File: config.mk
export PLATFORM = sky130hd
export DESIGN_NAME = equiv_sweep_ctrl
export DESIGN_NICKNAME = d
export VERILOG_FILES = /design/src/rtl/equiv_sweep_ctrl.sv
export SDC_FILE = /design/constraint.sdc
export NUM_CORES = 1
export LEC_CHECK = 0
export BUFFER_PORTS_ARGS = -buffer_cell sky130_fd_sc_hd__buf_2
export CORE_MARGIN = 8
export CORE_UTILIZATION = 57
export DETAILED_ROUTE_END_ITERATION = 10
export PLACE_DENSITY = 0.88
export SKIP_CTS_REPAIR_TIMING = 1
export SYNTH_ARGS = -nofsm -noshare
export SYNTH_HDL_FRONTEND = slang
export SYNTH_SLANG_ARGS = --single-unit
File: constraint.sdc
create_clock -name clk -period 2.1 [get_ports clk]
set_input_delay 0 -clock clk [delete_from_list [all_inputs] [get_ports clk]]
set_output_delay 0 -clock clk [all_outputs]
set_load 0.005 [all_outputs]
File: src/rtl/equiv_sweep_ctrl.sv
// ============================================================================
// Module   : equiv_sweep_ctrl
// Purpose  : Exhaustive equivalence sweep of two N_IN-input boolean functions.
//            Optional macro STOP_ON_FAIL_EN ends the sweep at the first mismatch.
// Revision : 1.0 - initial release
// ============================================================================
`default_nettype none

module equiv_sweep_ctrl #(
   parameter int N_IN   = 3,
   parameter int SETTLE = 1
) (
   input  logic            clk,
   input  logic            rst_n,
   input  logic            start,
   output logic [N_IN-1:0] vec_out,
   input  logic            y_a,
   input  logic            y_b,
   output logic            busy,
   output logic            done,
   output logic            pass,
   output logic [N_IN:0]   mismatch_cnt,
   output logic [N_IN-1:0] first_fail,
   output logic            first_fail_vld
);

   localparam int CW = (SETTLE < 2) ? 1 : $clog2(SETTLE + 1);
   localparam logic [CW-1:0]   C_SETTLE   = CW'(SETTLE);
   localparam logic [CW-1:0]   C_CNT_ONE  = CW'(1);
   localparam logic [N_IN-1:0] C_VEC_LAST = '1;

   localparam logic [1:0] S_IDLE   = 2'd0;
   localparam logic [1:0] S_WAIT   = 2'd1;
   localparam logic [1:0] S_SAMPLE = 2'd2;
   localparam logic [1:0] S_DONE   = 2'd3;

   logic [1:0]      state_q, state_d;
   logic [CW-1:0]   settle_q, settle_d;
   logic [N_IN-1:0] vec_q, vec_d;
   logic [N_IN:0]   cnt_q, cnt_d;
   logic [N_IN-1:0] ff_q, ff_d;
   logic            ffv_q, ffv_d;
   logic            busy_q, busy_d;
   logic            done_q, done_d;
   logic            pass_q, pass_d;

   logic            w_miss;
   logic [N_IN:0]   w_cnt_inc;

   assign w_miss    = y_a ^ y_b;
   assign w_cnt_inc = cnt_q + {{N_IN{1'b0}}, w_miss};

   always_comb begin
      state_d  = state_q;
      settle_d = settle_q;
      vec_d    = vec_q;
      cnt_d    = cnt_q;
      ff_d     = ff_q;
      ffv_d    = ffv_q;
      busy_d   = busy_q;
      done_d   = done_q;
      pass_d   = pass_q;

      case (state_q)
         S_IDLE, S_DONE: begin
            if (start) begin
               vec_d    = '0;
               cnt_d    = '0;
               ff_d     = '0;
               ffv_d    = 1'b0;
               done_d   = 1'b0;
               pass_d   = 1'b0;
               busy_d   = 1'b1;
               settle_d = C_SETTLE;
               state_d  = S_WAIT;
            end
         end

         S_WAIT: begin
            settle_d = settle_q - C_CNT_ONE;
            if (settle_q == C_CNT_ONE) begin
               state_d = S_SAMPLE;
            end
         end

         S_SAMPLE: begin
            cnt_d = w_cnt_inc;
            if (w_miss && !ffv_q) begin
               ff_d  = vec_q;
               ffv_d = 1'b1;
            end
`ifdef STOP_ON_FAIL_EN
            if (w_miss) begin
               // vec_out is left on the failing vector for inspection
               state_d = S_DONE;
               busy_d  = 1'b0;
               done_d  = 1'b1;
               pass_d  = 1'b0;
            end else if (vec_q == C_VEC_LAST) begin
`else
            if (vec_q == C_VEC_LAST) begin
`endif
               state_d = S_DONE;
               busy_d  = 1'b0;
               done_d  = 1'b1;
               pass_d  = (w_cnt_inc == '0);
            end else begin
               vec_d    = vec_q + 1'b1;
               settle_d = C_SETTLE;
               state_d  = S_WAIT;
            end
         end

         default: begin
            state_d = S_IDLE;
         end
      endcase
   end

   always_ff @(posedge clk) begin
      if (!rst_n) begin
         state_q  <= S_IDLE;
         settle_q <= '0;
         vec_q    <= '0;
         cnt_q    <= '0;
         ff_q     <= '0;
         ffv_q    <= 1'b0;
         busy_q   <= 1'b0;
         done_q   <= 1'b0;
         pass_q   <= 1'b0;
      end else begin
         state_q  <= state_d;
         settle_q <= settle_d;
         vec_q    <= vec_d;
         cnt_q    <= cnt_d;
         ff_q     <= ff_d;
         ffv_q    <= ffv_d;
         busy_q   <= busy_d;
         done_q   <= done_d;
         pass_q   <= pass_d;
      end
   end

   assign vec_out        = vec_q;
   assign busy           = busy_q;
   assign done           = done_q;
   assign pass           = pass_q;
   assign mismatch_cnt   = cnt_q;
   assign first_fail     = ff_q;
   assign first_fail_vld = ffv_q;

endmodule

`default_nettype wire

==> reports/summary.log <==
INFO  run_status     status=complete, no violations
INFO  worst_setup_path critical-path-max-stage-delay=0.44ns
INFO  worst_setup_path master_of_the_slowest_instance_on_the_critical_path=sky130_fd_sc_hd__ha_1
INFO  route          drt-pass1-iter-count=4
INFO  worst_setup_path cp.arrival=1.97ns
INFO  yosys          synthesis.instances=106
INFO  clock_network  cts.path.max_buffers=2
INFO  yosys          post_synthesis_mean_instance_area=9.195um^2
INFO  yosys          yosys.cell_types.count=36
INFO  layout         synthToLayoutAreaGrowth=10.14%
INFO  clock_network  cts.sink_count=17
INFO  route          drc=0
INFO  floorplanning  placement_rows=15
INFO  yosys          synthesis.nets=117
INFO  timing         totalNegativeSetupSlack=0ns
INFO  power_and_ir_drop share_clk_of_total_power=29.1%
INFO  layout         sequential_cell_area=340.3um^2
INFO  timing         report.final.hold_viol_count=0
INFO  timing         worst_slew_margin_rel=68.50%
INFO  grt            grt-busiest-layer=met2
INFO  clock_network  clock_tree.htree_level_count=1
INFO  power_and_ir_drop netSwitchingFraction=28.35%
INFO  power_and_ir_drop psw=0.1754mW
INFO  yosys          yosysTopAreaCell=sky130_fd_sc_hd__dfxtp_1
INFO  grt            globalRouteMet2Util=21.06%
INFO  flow_run       number_of_max_cap_violations=0
INFO  timing         fmaxAchievable=563.5MHz
INFO  layout         insertedDiodeCount=0
INFO  floorplanning  placeableCoreArea=0.001670mm^2
INFO  yosys          synth.area.top_cells=sky130_fd_sc_hd__dfxtp_1, sky130_fd_sc_hd__ha_1, sky130_fd_sc_hd__nor2b_1, sky130_fd_sc_hd__a21oi_1, sky130_fd_sc_hd__a32oi_1
INFO  yosys          synth_top_area_share=34.92%
INFO  layout         multi_input_comb_area=580.6um^2
INFO  clock_network  clk_root_buffer_cell=sky130_fd_sc_hd__clkbuf_4
INFO  timing         timing.hold.ws=0.08685ns
INFO  worst_setup_path setup.worst_path.start_class=flip-flop
INFO  grt            vias_in_the_first_global_route=808
INFO  layout         final_layout_size_suffix_gt1_share=25.20%
INFO  yosys          netlist_area=974.7um^2
INFO  worst_hold_path min-delay-start=rst_n
INFO  power_and_ir_drop p_int=0.4433mW
INFO  floorplanning  ios=19
INFO  layout         layout_filler_cell_count=147
INFO  yosys          synth.most_common_cell=sky130_fd_sc_hd__dfxtp_1
INFO  route          wl_final=1958um
INFO  route          first_iter_violations=11
INFO  worst_setup_path worst_setup_path_start=vec_out[0]$_SDFFE_PN0P_
INFO  timing         period_minus_slack=1.775ns
INFO  worst_setup_path setup.worst_path.class=reg2reg
INFO  place          globalplace.congestion=0.7696
INFO  yosys          synth_edf_count=0
INFO  yosys          synth_seq_area_share=34.92%
INFO  worst_hold_path worst_hold_path_type=in2reg
INFO  clock_network  clkSlewWorstSetupHoldPaths=0.10ns
INFO  yosys          netlist_top_cells_count=sky130_fd_sc_hd__dfxtp_1, sky130_fd_sc_hd__nand2_1, sky130_fd_sc_hd__a21oi_1, sky130_fd_sc_hd__nor2b_1, sky130_fd_sc_hd__nand3_1
INFO  grt            global_route.usage.total=12.71%
INFO  timing         report.final.slew_viol_count=0
INFO  worst_setup_path data_required_time_of_the_worst_path=2.30ns
INFO  power_and_ir_drop leakagePower=0.4712nW
INFO  timing         worstMarginPinSlew=0.4725ns
INFO  place          hpwlAfterDp=1470um
INFO  power_and_ir_drop power_density=576.3mW/mm^2
INFO  floorplanning  die_width=57.35um
INFO  power_and_ir_drop finalPower=0.6187mW
INFO  place          place_area=0.001047mm^2
INFO  worst_setup_path crit_path_end_kind=flip-flop
INFO  yosys          synth_top_flop_cell=sky130_fd_sc_hd__dfxtp_1
INFO  layout         finish.net_count=135
INFO  timing         fin_worst_skew=0.003176ns
INFO  route          route.detailed.vias_per_inst=5.879
INFO  yosys          ys_async_sr_fraction=0%
INFO  yosys          yosys_warnings=0
INFO  power_and_ir_drop combPwrFrac=16.5%
INFO  place          port_buffers=18
INFO  worst_setup_path rr_startpoint=vec_out[0]$_SDFFE_PN0P_
INFO  worst_setup_path worst_path_max_fanout=11
INFO  power_and_ir_drop share_seq_of_total_power=54.5%
INFO  timing         unrepaired_setup_endpoints_after_global_routing=no
INFO  grt            grt_remaining_overflow=0
INFO  grt            met1_usage=14.34%
INFO  worst_setup_path crit_path_cell_trace=ha_1 -> ha_1 -> nor2b_1 -> a32oi_1 -> o211ai_1 -> and2_1
INFO  clock_network  worst_skew_pair.late_latency=0.30ns
INFO  floorplanning  starting_utilization_of_the_core_area=58.35%
INFO  timing         finalCritPeriodShare=84.51%
INFO  grt            pin_count_of_the_biggest_net_entering_global_routing=21
INFO  route          final_antenna_net_count=0
INFO  grt            antenna_found_initial=0
INFO  layout         postLayoutCellArea=0.001074mm^2
INFO  route          wl_per_cell=13.99um
INFO  yosys          postSynthRegisterBits=17
INFO  floorplanning  dieArea=0.003289mm^2
INFO  floorplanning  die_height=57.35um
INFO  grt            met3_usage=4.484%
INFO  place          dpl_worst_slack=0.3800ns
INFO  clock_network  numCtsBuffers=3
INFO  timing         setup_violations=0
INFO  power_and_ir_drop vdd_ir_drop_max=352.0uV
INFO  route          vias=823
INFO  timing         setup_ws=0.3253ns
INFO  worst_setup_path cp_common_cell=sky130_fd_sc_hd__ha_1
INFO  grt            grt_pass1_wl=3415um
INFO  clock_network  cts_tree=built
-- per-stage QoR --
step	utilization (%)	std cells
2_1_floorplan	-	106
3_3_place_gp	62.70	136
3_5_place_dp	62.70	136
4_1_cts	64.27	140
5_1_grt	64.27	140
6_report	64.27	140
-- layout by cell type, fill, tap and decap left out, drive strengths merged, types with 3 or more instances in the layout --
| cell | netlist | routed |
|---|---|---|
| buf | 5 | 19 |
| dfxtp | 17 | 17 |
| nand2 | 9 | 9 |
| nor2b | 9 | 9 |
| a21oi | 9 | 9 |
| nand3 | 7 | 7 |
| o21ai | 7 | 7 |
| ha | 6 | 6 |
| a32oi | 4 | 4 |
| and2 | 4 | 4 |
| clkbuf | 1 | 4 |
| o21a | 3 | 3 |
| a21boi | 3 | 3 |
| o211ai | 3 | 3 |
-- worst max-delay path, delay by kind of cell (launching register included) --
family / cells / cell delay, ns
fa+ha+maj: 2 / 0.62
flops: 1 / 0.43
compound gates: 2 / 0.34
simple gates: 2 / 0.29
-- path summary, 6_finish.rpt --
| check | to | slack (ns) | cells past startpoint |
|---|---|---|---|
| max | vec_out[2]$_SDFFE_PN0P_ | 0.33 | 6 |
| min | state_q[1]$_SDFFE_PN0P_ | 0.09 | 2 |
| max reg2reg | vec_out[2]$_SDFFE_PN0P_ | 0.33 | 6 |
| min reg2reg | first_fail[2]$_SDFFE_PN0P_ | 0.46 | 2 |
-- metal layers --
| metal | vias up | wire (um) |
|---|---|---|
| met2 | 14 | 897 |
| met4 | 0 | 31 |
| met5 | - | 0 |
| met3 | 5 | 97 |
| li1 | 419 | - |
| met1 | 385 | 931 |
-- power by group through the flow --
stage	combinational (mW)	sequential [mW]	clock [mW]
floorplan	0.0838	0.344	0
global placement	0.0998	0.344	0
detailed placement	0.101	0.344	0
CTS	0.102	0.337	0.182
global route	0.114	0.338	0.191
finish	0.102	0.337	0.180
-- kinds of logic after synthesis --
logic type / share of synthesized area [%]
DFF: 34.92
AOI/OAI and AO/OA: 21.69
and+or+nand+nor: 26.32
muxes: 2.054
xor gates and xnor gates: 1.798
adders and majority gates: 7.702
buffers and inverters: 5.519
-- area by class of cell --
class,instances,share of cell area (%)
sequential,17,31.70
clock buffer,4,2.448
inverter,2,0.6993
tap,17,1.981
timing repair buffer,19,9.091
multi-input combinational,81,54.08
-- registers in the layout, summed over array words and instances, names as in the netlist --
signal and count:
busy 1, vec_out 3, state_q 2, done 1, first_fail 3, first_fail_vld 1, mismatch_cnt 4, pass 1
settle_q 1
Note: power is estimated with default switching activity, not from simulation.
